## config.mk

```make
export PLATFORM = sky130hd
export DESIGN_NAME = load_store_sequencer
export DESIGN_NICKNAME = d
export VERILOG_FILES = /design/src/rtl/load_store_sequencer.sv
export SDC_FILE = /design/constraint.sdc
export NUM_CORES = 1
export LEC_CHECK = 0
export ABC_CLOCK_PERIOD_IN_PS = 2250
export BUFFER_PORTS_ARGS = -buffer_cell sky130_fd_sc_hd__buf_2
export CELL_PAD_IN_SITES_DETAIL_PLACEMENT = 1
export CELL_PAD_IN_SITES_GLOBAL_PLACEMENT = 1
export CORE_ASPECT_RATIO = 0.75
export CORE_MARGIN = 2
export CORE_UTILIZATION = 38
export CTS_BUF_LIST = sky130_fd_sc_hd__clkbuf_8
export CTS_CLUSTER_DIAMETER = 30
export CTS_CLUSTER_SIZE = 28
export DETAILED_ROUTE_END_ITERATION = 10
export PLACE_DENSITY = 0.95
export SYNTH_ARGS = -nofsm -noshare
export SYNTH_HDL_FRONTEND = slang
export SYNTH_SLANG_ARGS = --single-unit
```

## constraint.sdc

```tcl
create_clock -name clk -period 2.25 [get_ports clk]
set_input_delay 0.1125 -clock clk [delete_from_list [all_inputs] [get_ports clk]]
set_output_delay 0.1125 -clock clk [all_outputs]
set_load 0.01 [all_outputs]
```

## src/rtl/load_store_sequencer.sv

```systemverilog
// ---------------------------------------------------------------------------
// load_store_sequencer
//
// Sequences a single MIPS-style load or store onto a word-wide memory port
// with a waitrequest handshake. A request is accepted in IDLE, the memory
// access is held in ACCESS until the memory stops stalling, and the result
// is presented for exactly one cycle in DONE. Memory bytes are big-endian
// (byte offset 0 lives in bits [31:24]).
//
// Op codes: 0 LB, 1 LBU, 2 LH, 3 LHU, 4 LW, 5 LWL, 6 LWR, 8 SB, 9 SH, 10 SW.
// All other codes complete immediately as no-ops with load_data = 0.
//
// Optional feature (compile-time macro LSU_ALIGN_CHECK_EN):
//   adds output err. Misaligned LH/LHU/SH/LW/SW skip the memory access and
//   complete at once with err = 1 and load_data = 0. Without the macro,
//   misaligned accesses silently use the truncated (aligned-down) address.
//
// Ports
//   clk               rising-edge clock
//   reset             synchronous active-high reset
//   start             request strobe, sampled only in IDLE
//   op[3:0]           operation code (see above)
//   addr[31:0]        byte address
//   store_data[31:0]  value for SB/SH/SW
//   rt_data[31:0]     old rt value, merged into LWL/LWR results
//   busy              high in ACCESS and DONE
//   done              one-cycle completion pulse
//   load_data[31:0]   load result, valid while done = 1
//   err               (LSU_ALIGN_CHECK_EN only) misalignment flag with done
//   data_address      word-aligned memory address
//   data_read         memory read strobe
//   data_write        memory write strobe
//   data_byteenable   byte lane enables (bit 3 = bits [31:24])
//   data_writedata    replicated store data
//   data_readdata     memory read data
//   data_waitrequest  memory stall; access outputs held while high
// ---------------------------------------------------------------------------
module load_store_sequencer (
  input  logic        clk,
  input  logic        reset,
  input  logic        start,
  input  logic [3:0]  op,
  input  logic [31:0] addr,
  input  logic [31:0] store_data,
  input  logic [31:0] rt_data,
  output logic        busy,
  output logic        done,
  output logic [31:0] load_data,
`ifdef LSU_ALIGN_CHECK_EN
  output logic        err,
`endif
  output logic [31:0] data_address,
  output logic        data_read,
  output logic        data_write,
  output logic [3:0]  data_byteenable,
  output logic [31:0] data_writedata,
  input  logic [31:0] data_readdata,
  input  logic        data_waitrequest
);

  localparam logic [3:0] OP_LB  = 4'd0;
  localparam logic [3:0] OP_LBU = 4'd1;
  localparam logic [3:0] OP_LH  = 4'd2;
  localparam logic [3:0] OP_LHU = 4'd3;
  localparam logic [3:0] OP_LW  = 4'd4;
  localparam logic [3:0] OP_LWL = 4'd5;
  localparam logic [3:0] OP_LWR = 4'd6;
  localparam logic [3:0] OP_SB  = 4'd8;
  localparam logic [3:0] OP_SH  = 4'd9;
  localparam logic [3:0] OP_SW  = 4'd10;

  typedef enum logic [1:0] {
    ST_IDLE,
    ST_ACCESS,
    ST_DONE
  } state_t;

  function automatic logic is_valid_op(input logic [3:0] o);
    return (o <= OP_LWR) || (o == OP_SB) || (o == OP_SH) || (o == OP_SW);
  endfunction

`ifdef LSU_ALIGN_CHECK_EN
  function automatic logic is_misaligned(input logic [3:0] o, input logic [1:0] a);
    case (o)
      OP_LH, OP_LHU, OP_SH: return a[0];
      OP_LW, OP_SW:         return a != 2'b00;
      default:              return 1'b0;
    endcase
  endfunction
`endif

  state_t      r_state;
  state_t      w_next_state;
  logic [3:0]  r_op;
  logic [31:0] r_addr;
  logic [31:0] r_store_data;
  logic [31:0] r_rt_data;
  logic [31:0] r_load_data;

  logic        w_accept;
  logic        w_in_valid;
  logic        w_is_load;
  logic [4:0]  w_lane_shift;
  logic [4:0]  w_left_shift;
  logic [31:0] w_rd_shifted;
  logic [15:0] w_half;
  logic [31:0] w_load_result;
  logic [3:0]  w_store_be;
  logic [31:0] w_store_wdata;

`ifdef LSU_ALIGN_CHECK_EN
  logic        r_err;
  logic        w_in_misaligned;
  assign w_in_misaligned = is_misaligned(op, addr[1:0]);
`endif

  assign w_accept   = (r_state == ST_IDLE) && start;
  assign w_in_valid = is_valid_op(op);
  // Only valid ops ever reach ACCESS, so bit 3 cleanly splits loads/stores.
  assign w_is_load  = ~r_op[3];

  // ---------------------------------------------------------------------------
  // FSM
  // ---------------------------------------------------------------------------
  // NOTE: sequential state uses non-blocking (<=) so every register samples
  // the pre-edge values of the others, independent of statement order.
  always_ff @(posedge clk) begin
    if (reset) r_state <= ST_IDLE;
    else       r_state <= w_next_state;
  end

  // NOTE: every signal assigned in an always_comb gets a default first, so no
  // path through the case/if tree leaves it unassigned (which infers a latch).
  always_comb begin
    w_next_state = r_state;
    case (r_state)
      ST_IDLE: begin
        if (start) begin
          if (!w_in_valid)          w_next_state = ST_DONE;
`ifdef LSU_ALIGN_CHECK_EN
          else if (w_in_misaligned) w_next_state = ST_DONE;
`endif
          else                      w_next_state = ST_ACCESS;
        end
      end
      ST_ACCESS: if (!data_waitrequest) w_next_state = ST_DONE;
      ST_DONE:   w_next_state = ST_IDLE;
      default:   w_next_state = ST_IDLE;
    endcase
  end

  // ---------------------------------------------------------------------------
  // Request latch and result register
  // ---------------------------------------------------------------------------
  always_ff @(posedge clk) begin
    if (reset) begin
      r_op         <= 4'h0;
      r_addr       <= 32'h0;
      r_store_data <= 32'h0;
      r_rt_data    <= 32'h0;
      r_load_data  <= 32'h0;
`ifdef LSU_ALIGN_CHECK_EN
      r_err        <= 1'b0;
`endif
    end else begin
      if (w_accept) begin
        r_op         <= op;
        r_addr       <= addr;
        r_store_data <= store_data;
        r_rt_data    <= rt_data;
        // Cleared here so no-op and rejected requests report zero in DONE.
        r_load_data  <= 32'h0;
      end
      if ((r_state == ST_ACCESS) && !data_waitrequest)
        r_load_data <= w_load_result;
`ifdef LSU_ALIGN_CHECK_EN
      // Set only on the IDLE->DONE rejection edge, so it drops after DONE.
      r_err <= w_accept && w_in_valid && w_in_misaligned;
`endif
    end
  end

  // ---------------------------------------------------------------------------
  // Load lane extraction (big-endian: offset k sits at bits [31-8k -: 8])
  // ---------------------------------------------------------------------------
  always_comb begin
    // Shift by 8*(3-k) brings byte k down to [7:0]; ~k == 3-k for 2 bits.
    w_lane_shift  = {~r_addr[1:0], 3'b000};
    w_left_shift  = {r_addr[1:0], 3'b000};
    w_rd_shifted  = data_readdata >> w_lane_shift;
    w_half        = r_addr[1] ? data_readdata[15:0] : data_readdata[31:16];
    w_load_result = 32'h0;
    case (r_op)
      OP_LB:  w_load_result = {{24{w_rd_shifted[7]}}, w_rd_shifted[7:0]};
      OP_LBU: w_load_result = {24'h0, w_rd_shifted[7:0]};
      OP_LH:  w_load_result = {{16{w_half[15]}}, w_half};
      OP_LHU: w_load_result = {16'h0, w_half};
      OP_LW:  w_load_result = data_readdata;
      // Memory bytes k..3 go to the top; rt keeps its low k bytes.
      OP_LWL: w_load_result = (data_readdata << w_left_shift) |
                              (r_rt_data & ~(32'hFFFF_FFFF << w_left_shift));
      // Memory bytes 0..k go to the bottom; rt keeps its upper 3-k bytes.
      OP_LWR: w_load_result = w_rd_shifted |
                              (r_rt_data & ~(32'hFFFF_FFFF >> w_lane_shift));
      default: w_load_result = 32'h0;
    endcase
  end

  // ---------------------------------------------------------------------------
  // Store lane enables and replicated data
  // ---------------------------------------------------------------------------
  always_comb begin
    w_store_be    = 4'h0;
    w_store_wdata = 32'h0;
    case (r_op)
      OP_SB: begin
        w_store_be    = 4'b1000 >> r_addr[1:0];
        w_store_wdata = {4{r_store_data[7:0]}};
      end
      OP_SH: begin
        w_store_be    = r_addr[1] ? 4'b0011 : 4'b1100;
        w_store_wdata = {2{r_store_data[15:0]}};
      end
      OP_SW: begin
        w_store_be    = 4'b1111;
        w_store_wdata = r_store_data;
      end
      default: ;
    endcase
  end

  // ---------------------------------------------------------------------------
  // Outputs: memory side is driven from latched state only, so it stays
  // stable for as long as the memory stalls.
  // ---------------------------------------------------------------------------
  always_comb begin
    data_address    = 32'h0;
    data_read       = 1'b0;
    data_write      = 1'b0;
    data_byteenable = 4'h0;
    data_writedata  = 32'h0;
    if (r_state == ST_ACCESS) begin
      data_address = {r_addr[31:2], 2'b00};
      if (w_is_load) begin
        data_read       = 1'b1;
        data_byteenable = 4'b1111;
      end else begin
        data_write      = 1'b1;
        data_byteenable = w_store_be;
        data_writedata  = w_store_wdata;
      end
    end
  end

  assign busy      = (r_state != ST_IDLE);
  assign done      = (r_state == ST_DONE);
  assign load_data = r_load_data;
`ifdef LSU_ALIGN_CHECK_EN
  assign err       = r_err;
`endif

endmodule

```

**Yosys cells after proc, flatten, opt, wreduce, memory -nomap -nowiden**

Cells that the tools add are included.
Widths: inputs -> output; s select.

- Output and inout bits: 104
- Register bits: 134
- Logic and storage cells: 66

- Bitwise gates (word level): 7
- $lt $le $gt $ge: 1
- Multiplexer cells: 20
- Equal/unequal tests: 16
- Reductions and logical operators: 11
- Shifts and indexed selects: 5

Operators with widths:

| cell | number |
|---|---|
| $pmux 32 s7 | 1 |
| $mux 32 | 5 |
| $pmux 32 s3 | 1 |
| $and 32x32->32 | 2 |
| $not 32->32 | 2 |
| $or 32x32->32 | 2 |
| $shl 32x5->32 | 1 |
| $shl 32x5->32 const A | 1 |
| $shr 32x5->32 | 1 |
| $shr 32x5->32 const A | 1 |
| $eq 4x4->1 const B | 6 |
| $mux 16 | 1 |
| $eq 4x3->1 const B | 3 |
| $mux 4 | 3 |
| $pmux 4 s3 | 1 |
| $eq 4x2->1 const B | 2 |
| $mux 2 | 3 |
| $eq 4x1->1 const B | 1 |
| $le 4x3->1 const B | 1 |
| $logic_not 4->1 | 1 |
| $mux 1 | 4 |
| $ne 2x2->1 const B | 2 |
| $pmux 2 s2 | 1 |
| $reduce_bool 2->1 | 2 |
| other kinds (9) | 12 |

**Longest topological paths before layout**

Gate-level depths: netlist (run 1).

- Depth in word-level cells: 7
- Depth in mapped cells: 7
- Gate-level depth less buffers: 4

**Worst setup path after synthesis (run 1)**

Ideal clock, no wire load.

- Path type: flip-flop to flip-flop
- From: reg r_op[3]
- To: reg r_load_data[18], in the netlist load_data[18]
- Cell stages (with the launch flop): 7
- Arrival time: 1.646 ns
- Setup time: 0.091 ns
- Setup slack: 0.513 ns
- Buffers on the path: 2
- Required time: 2.159 ns
- Path through: dfxtp_1 buf_6 or4b_4 a31oi_4 buf_6 a21oi_1 a311oi_1

- Cells in the longest elaborated chain, start to end: 3

RTL lines:

| what | line | text |
|---|---|---|
| start: declaration | 94 | `logic [3:0] r_op;` |
| start signal: assignment | 167 | `r_op <= op;` |
| $eq 4x3->1 (tied with other cells) | 193 | `case (r_op)` |
| $pmux 32 s7 (*) | 193 |  |
| $mux 32 (*) | 174 | `if ((r_state == ST_ACCESS) && !data_waitrequest)` |
| end signal: assignment | 175 | `r_load_data <= w_load_result;` |
| end: declaration | 98 | `logic [31:0] r_load_data;` |

Mark *: on every way between the ends. The rest lies on a longest branch, timed or not.
A chain may end at the register's enable or synchronous reset.

**Worst setup path in the final report (run 1)**

- From: reg r_op[1]
- To: out data_writedata[31]

- Cells in the longest elaborated chain, start to end: 4

RTL lines:

| what | line | text |
|---|---|---|
| $eq 4x4->1 | 215 | `case (r_op)` |
| $pmux 32 s3 (*) | 215 |  |
| $mux 32 (*) | 244 | `if (w_is_load) begin` |
| $mux 32 (*) | 242 | `if (r_state == ST_ACCESS) begin` |
| end: declaration | 56 | `output logic [31:0] data_writedata,` |

Marks and branches as above.

==> flow_metrics.tcl, run 1 <==
set metrics [dict create \
    crit_path_start "r_op[1]" \
    clockRootBuffer "clkbuf_8" \
    syn_avg_cell_area_sq_um 8.018 \
    worst_skew_pair.late_latency_ns 0.45 \
    yosysTopAreaCellShare_pct 37.05 \
    grt_usage_pct 31.16 \
    start_kind "register" \
    fmax_mhz 469.9 \
    min_delay_worst_endpoint "load_data[3]" \
    power_density_nw_per_um2 597.9 \
    use_met1_pct 38.68 \
    seq_area_frac_synth_pct 37.05 \
    drt_iter0_drc 880 \
    yosysTopAreaCell "dfxtp_1" \
    fillers 2222 \
    worst_clock_skew_ns 0.01431 \
    die_x_um 163.4 \
    min_from "data_readdata[19]" \
    path_max_fanout 19 \
    area.growth.synth_to_final_pct 43.89 \
    gp_congestion 0.9308 \
    antenna_found_initial 2 \
    ys_top_cells_by_area "dfxtp_1, nand2_1, a21oi_1, mux4_2, and2_1" \
    dr.pass1.iters 5 \
    grt_max_degree 71 \
    clock_path_buffers 2 \
    finalSetupViolCount 0 \
    use_met2_pct 51.85 \
    grt_pass1_vias 8788 \
    rr_worst_depth 7 \
    critPathSlowestCell "dfxtp_4" \
    synth.distinct_cells 52 \
    utilization_pct 56.13 \
    drtAntennaViolNets 0 \
    drc 0 \
    numCtsBuffers 17 \
    synth_edf_count 0 \
    netlist_area_sq_um 7241 \
    ys_ff_latch 134 \
    hold_depth 3 \
    routed_wl_um 32460 \
    clock_sinks 134 \
    fp.coreArea_sq_um 18560 \
    syn_inst 903 \
    dieHeight_um 123.5 \
    outcome "finished clean" \
    start_util_pct 39.01 \
    grt_busiest_layer "met2" \
    synth_common_cells "nand2_1, a21oi_1, dfxtp_1, clkbuf_1, and2_1" \
    timing.rr.end "load_data[5]" \
    hold_path_class "input port to register" \
    hold_viol 0 \
    async_reset_ff_share_pct 0 \
    path_class "register to output pin" \
    synth.most_common_cell "nand2_1" \
    portBuffers 237 \
    vdd.ir_drop.worst_mv 0.3549 \
    period_share_pct 94.58 \
    ff2ff_setup_slack_ns 0.24 \
    slowest_delay_ns 0.38 \
    nets 1362 \
    drv_cap 0 \
    cts_tree "yes" \
    grt_pass1_wl_um 48510 \
    placementRows 43 \
    grt_overflow 0 \
    synthFlopType "dfxtp_1" \
    worst_setup_path_end_kind "output pin" \
    vias_per_cell 5.762 \
    drive_above_1_share_pct 29.48 \
    dp_hpwl_um 19890 \
    min_period_ns 2.128 \
    r2r-start "r_op[3]" \
    dieArea_sq_um 20190 \
    setup_tns_ns 0 \
    use_met3_pct 9.057 \
    yosysWarnings 0 \
    cp.arrival_ns 2.02 \
    htree_levels 4 \
    critPathRequiredTime_ns 2.14 \
    wl_per_cell_um 21.83 \
    io_pins 240 \
    path_clk_slew_ns 0.08 \
    route.vias.total 8568 \
    p_leak_nw 4.263 \
    path_cells "buf_12, nand2b_2, nor3_4, buf_6, nand2_1, a21oi_1, buf_2" \
    slew_viol_final 0 \
]
## routing by layer
metal | up-vias | wire length [um] | part of all wire [%]
met1 | 4153 | 13330 | 41
li1 | 3899 | - | -
met5 | - | 0 | 0
met4 | 0 | 952 | 2.9
met3 | 84 | 2822 | 8.7
met2 | 432 | 15350 | 47
## placed cells by master, fill, tap and decap left out, types with 16 or more instances in the layout
master	instances
nand2_1	239
buf_4	28
a22oi_1	26
nor2_1	16
a21oi_1	158
and2_1	38
dfxtp_1	128
dlygate4sd3_1	108
a311oi_1	17
buf_2	236
clkbuf_8	20
a221oi_1	20
mux4_2	22
## cells by family (layout without fill, tap and decap cells)
logic type | count (synthesis) | in the layout | share of synthesized area (%)
xor+xnor | 1 | 1 | 0.1210
mux | 45 | 45 | 10.16
compound gates | 280 | 280 | 25.18
flops | 134 | 134 | 37.05
other cells | 1 | 4 | 0.05179
simple gates | 354 | 354 | 22.08
buf+inv | 88 | 422 | 5.357
## worst max-delay path, delay by kind of cell (launching register included)
kind | cells | cell delay, ns
flops | 1 | 0.38
compound gates | 1 | 0.17
buf+inv | 3 | 0.52
simple gates | 3 | 0.50
## registers in the layout, summed over array words and instances (netlist names)
name,count
r_store_data,32
r_rt_data,32
r_addr,32
r_op,4
load_data,32
r_state,2
## timing repair
| action | CTS | global route |
|---|---|---|
| gates resized for setup | 3 | 19 |
| buffers inserted | 0 | 6 |
| pin swaps | 0 | 2 |
| gates cloned | 0 | 2 |
| setup endpoints to repair | 8 | 22 |
| hold buffers | 108 | 0 |
| hold endpoints to repair | 108 | 0 |
## layout make-up
cell class                      instances  area (sq um)  area share, %
Tap cell                              247         309.0          2.966
Antenna cell                            2         5.005        0.04804
Multi-Input combinational cell        682          4218          40.48
Timing Repair Buffer                  387          2746          26.36
Clock inverter                         11         150.1          1.441
Clock buffer                           20         275.3          2.642
Inverter                                4         22.52         0.2162
Sequential cell                       134          2693          25.84
## worst max-delay path by stage
stage                     slack (ns)  cells after the start            endpoint
final                           0.12                      7  data_writedata[31]
after global routing           -0.03                      7  data_byteenable[0]
after CTS                      0.001                      7  data_writedata[31]
after detailed placement        0.32                      5       load_data[17]
after global placement          0.39                      5       load_data[31]
after floorplan                 0.51                      6       load_data[18]
## power breakdown
group | internal (mW) | leakage (nW) | switching, mW
Combinational | 0.616 | 2.95 | 0.767
Clock | 1.18 | 0.211 | 1.03
Sequential | 2.51 | 1.10 | 0.125
## stage by stage
step,power (mW),hold WS (ns),cells,area [sq um],setup slack (ns)
global route,6.498,0.1218,1487,10420,-0.03126
floorplan,3.348,0.2485,904,7244,0.5133
global placement,3.786,0.3547,1338,8785,0.3896
finish,6.230,0.1155,1487,10420,0.1219
CTS,6.177,0.07592,1477,10300,0.001004
detailed placement,3.837,0.3593,1338,8785,0.3163
(Power assumes the default switching activity.)
==> run 2: changes to the inputs <==
--- a/config.mk
+++ b/config.mk
@@ -5,13 +5,15 @@
 export SDC_FILE = /design/constraint.sdc
 export NUM_CORES = 1
 export LEC_CHECK = 0
+export ABC_AREA = 1
 export ABC_CLOCK_PERIOD_IN_PS = 2250
 export BUFFER_PORTS_ARGS = -buffer_cell sky130_fd_sc_hd__buf_2
+export CAP_MARGIN = 20
 export CELL_PAD_IN_SITES_DETAIL_PLACEMENT = 1
 export CELL_PAD_IN_SITES_GLOBAL_PLACEMENT = 1
 export CORE_ASPECT_RATIO = 0.75
 export CORE_MARGIN = 2
-export CORE_UTILIZATION = 38
+export CORE_UTILIZATION = 36
 export CTS_BUF_LIST = sky130_fd_sc_hd__clkbuf_8
 export CTS_CLUSTER_DIAMETER = 30
 export CTS_CLUSTER_SIZE = 28
==> run 2 against run 1 <==
  * First-iteration DRC count is 14% higher
  * Die area is 12% higher
  * Global-route usage is 0.42 points lower
  * Register-to-register slack worse by 0.16 ns
  * Count of clock-buffer cells in the layout is 3 lower
  * Wire length is 12% higher
  * Critical path depth is 2 lower
  * Maximum frequency is 1.9% lower
  * Worst hold slack better by 0.069 ns
  * Critical endpoint is now r_addr[25]
  * Largest cell class unchanged
==> flow_metrics.tcl, run 2 <==
set metrics [dict create \
    clock_path_buffers 2 \
    cp.arrival_ns 2.57 \
    grt_pass1_vias 10310 \
    worst_setup_path_end_kind "register" \
    drc 0 \
    timing.rr.end "r_addr[25]" \
    final_cell_mix "nand2_1, buf_2, nor2_1" \
    hold_depth 7 \
    start_util_pct 36.56 \
    synth.distinct_cells 29 \
    antenna_found_initial 4 \
    min_period_ns 2.169 \
    holdWs_ns 0.1849 \
    rr_worst_depth 5 \
    wl_met2_um 17030 \
    crit_buf_inv 2 \
    ys_ff_latch 134 \
    dr.pass1.iters 6 \
    numCtsBuffers 17 \
    dpl_cell_area_sq_um 9139 \
    vias_per_cell 5.385 \
    path_clk_slew_ns 0.09 \
    placementRows 46 \
    slowest_delay_ns 0.61 \
    p_leak_nw 5.201 \
    period_share_pct 96.39 \
    final_common_cell "nand2_1" \
    relSlewSlack_pct 53.18 \
    slew_viol_final 0 \
    outcome "finished clean" \
    wl_per_cell_um 19.33 \
    grt_usage_pct 30.75 \
    drtAntennaViolNets 0 \
    netlist_area_sq_um 7702 \
    fmax_mhz 461.1 \
    path_max_fanout 96 \
    synth_edf_count 0 \
    io_pins 240 \
    ff2ff_setup_slack_ns 0.08 \
    routed_wl_um 36430 \
    path_class "register to register" \
    path_cells "nor2_1, nand2_4, buf_6, a211oi_1, dlygate4sd3_1" \
    r2r-start "r_state[1]" \
    drive_above_1_share_pct 20.53 \
    total_power_mw 6.936 \
    route.vias.total 10150 \
    fin_area_sq_um 10790 \
    vdd.ir_drop.worst_mv 0.4014 \
    worst_skew_pair.late_latency_ns 0.48 \
    min_delay_worst_endpoint "load_data[20]" \
    yosysTopAreaCellShare_pct 34.83 \
    seq_area_frac_synth_pct 34.83 \
    ys_top_cells_by_area "dfxtp_1, nand2_1, nor2_1, a211oi_1, inv_1" \
    async_reset_ff_share_pct 0 \
    synth.most_common_cell "nand2_1" \
    drv_cap 0 \
    gp_congestion 0.9193 \
    cp_top_family "buffers and inverters" \
    nets 1717 \
    die_x_um 172.9 \
    portBuffers 237 \
    power_density_nw_per_um2 642.9 \
    dieArea_sq_um 22590 \
    critPathRequiredTime_ns 2.65 \
    synth_common_cells "nand2_1, nor2_1, dfxtp_1, inv_1, a211oi_1" \
    fp.coreArea_sq_um 21070 \
    synthFlopType "dfxtp_1" \
    area.growth.synth_to_final_pct 40.07 \
    grt_overflow 0 \
    syn_inst 1267 \
    worst_clock_skew_ns 0.01816 \
    clock_sinks 134 \
    wl_met3_um 3010 \
    clockRootBuffer "clkbuf_8" \
    syn_avg_cell_area_sq_um 6.079 \
    dieHeight_um 130.7 \
    critPathSlowestCell "dlygate4sd3_1" \
    setup_tns_ns 0 \
    top_layer_used "met5" \
    grt_max_degree 97 \
    dp_hpwl_um 22160 \
    cts_tree "yes" \
    finalSetupViolCount 0 \
    yosysTopAreaCell "dfxtp_1" \
    grt_pass1_wl_um 55140 \
    hold_path_class "input port to register" \
    yosysWarnings 0 \
    wl_met1_um 14800 \
    worst_pin_slew_ns 0.7023 \
    hold_viol 0 \
    start_kind "register" \
    drt_iter0_drc 1005 \
    min_from "data_readdata[20]" \
    htree_levels 4 \
]
run 2: cell types whose count changed after synthesis, moves of 26 or more:
cell / before / now
a211oi_1: 15 / 91
a21oi_1: 158 / 73
a22oi_1: 26 / 0
and2_1: 38 / 1
inv_1: 4 / 129
nand2_1: 239 / 361
nand3_1: 11 / 87
nor2_1: 17 / 227
o21ai_0: 3 / 33
run 2: cell families (layout without fill, tap and decap cells):
kind of cell	after synthesis	count (layout)	share of synthesized area, %
other	1	6	0.04869
buffers and inverters	222	547	11.68
and+or+nand+nor	691	691	35.82
DFF	134	134	34.83
AOI/OAI and AO/OA	219	219	17.63
run 2: how the worst max path moves through the flow:
stage / start / end / depth (start not counted)
after global routing: r_op[0] / data_byteenable[1] / 9
final: r_state[1] / r_addr[25] / 5
after CTS: r_op[1] / data_writedata[13] / 9
after floorplan: r_op[3] / data_writedata[11] / 8
after detailed placement: r_op[3] / data_byteenable[2] / 7
after global placement: r_op[3] / data_writedata[20] / 5
run 2: worst register-to-register path: stages, from the launching register on:
cell and delay, ns:
dfxtp_1 0.34, nor2_1 0.29, nand2_4 0.11, buf_6 0.31, a211oi_1 0.46, dlygate4sd3_1 0.61
run 2: layer usage:
| layer | global-route usage [%] | vias up |
|---|---|---|
| met1 | 38.36 | 4820 |
| li1 | - | 4666 |
| met4 | 14.11 | 2 |
| met5 | 0 | - |
| met2 | 52.19 | 536 |
| met3 | 5.932 | 126 |
run 2: stage by stage:
step | utilization, % | std cells | worst slack [ns]
final | 51.22 | 1885 | 0.08127
after global routing | 51.21 | 1884 | -0.006112
after CTS | 50.74 | 1878 | 0.008028
after detailed placement | 43.38 | 1736 | 0.3137
after global placement | 43.35 | 1735 | 0.3589
after floorplan | - | 1268 | 0.7803
run 2: layout make-up:
| class | instances | area (sq um) |
|---|---|---|
| Antenna cell | 4 | 10.01 |
| Clock buffer | 17 | 234.0 |
| Clock inverter | 14 | 201.4 |
| Fill cell | 2886 | 10280 |
| Inverter | 138 | 528.0 |
| Multi-Input combinational cell | 912 | 4161 |
| Sequential cell | 134 | 2690 |
| Tap cell | 288 | 360.3 |
| Timing Repair Buffer | 378 | 2604 |
run 2: where the power goes:
group	switching [mW]	internal, mW
combinational	1.26	0.691
clock	1.10	1.22
sequential	0.107	2.56
total	2.47	4.47
run 2: what timing repair did:
| action | in CTS | in global routing |
|---|---|---|
| gates resized for setup | 5 | 20 |
| hold endpoints to repair | 102 | 0 |
| cloned | 0 | 1 |
| setup endpoints to repair | 31 | 35 |
| hold buffers | 111 | 0 |
| setup buffers | 0 | 1 |
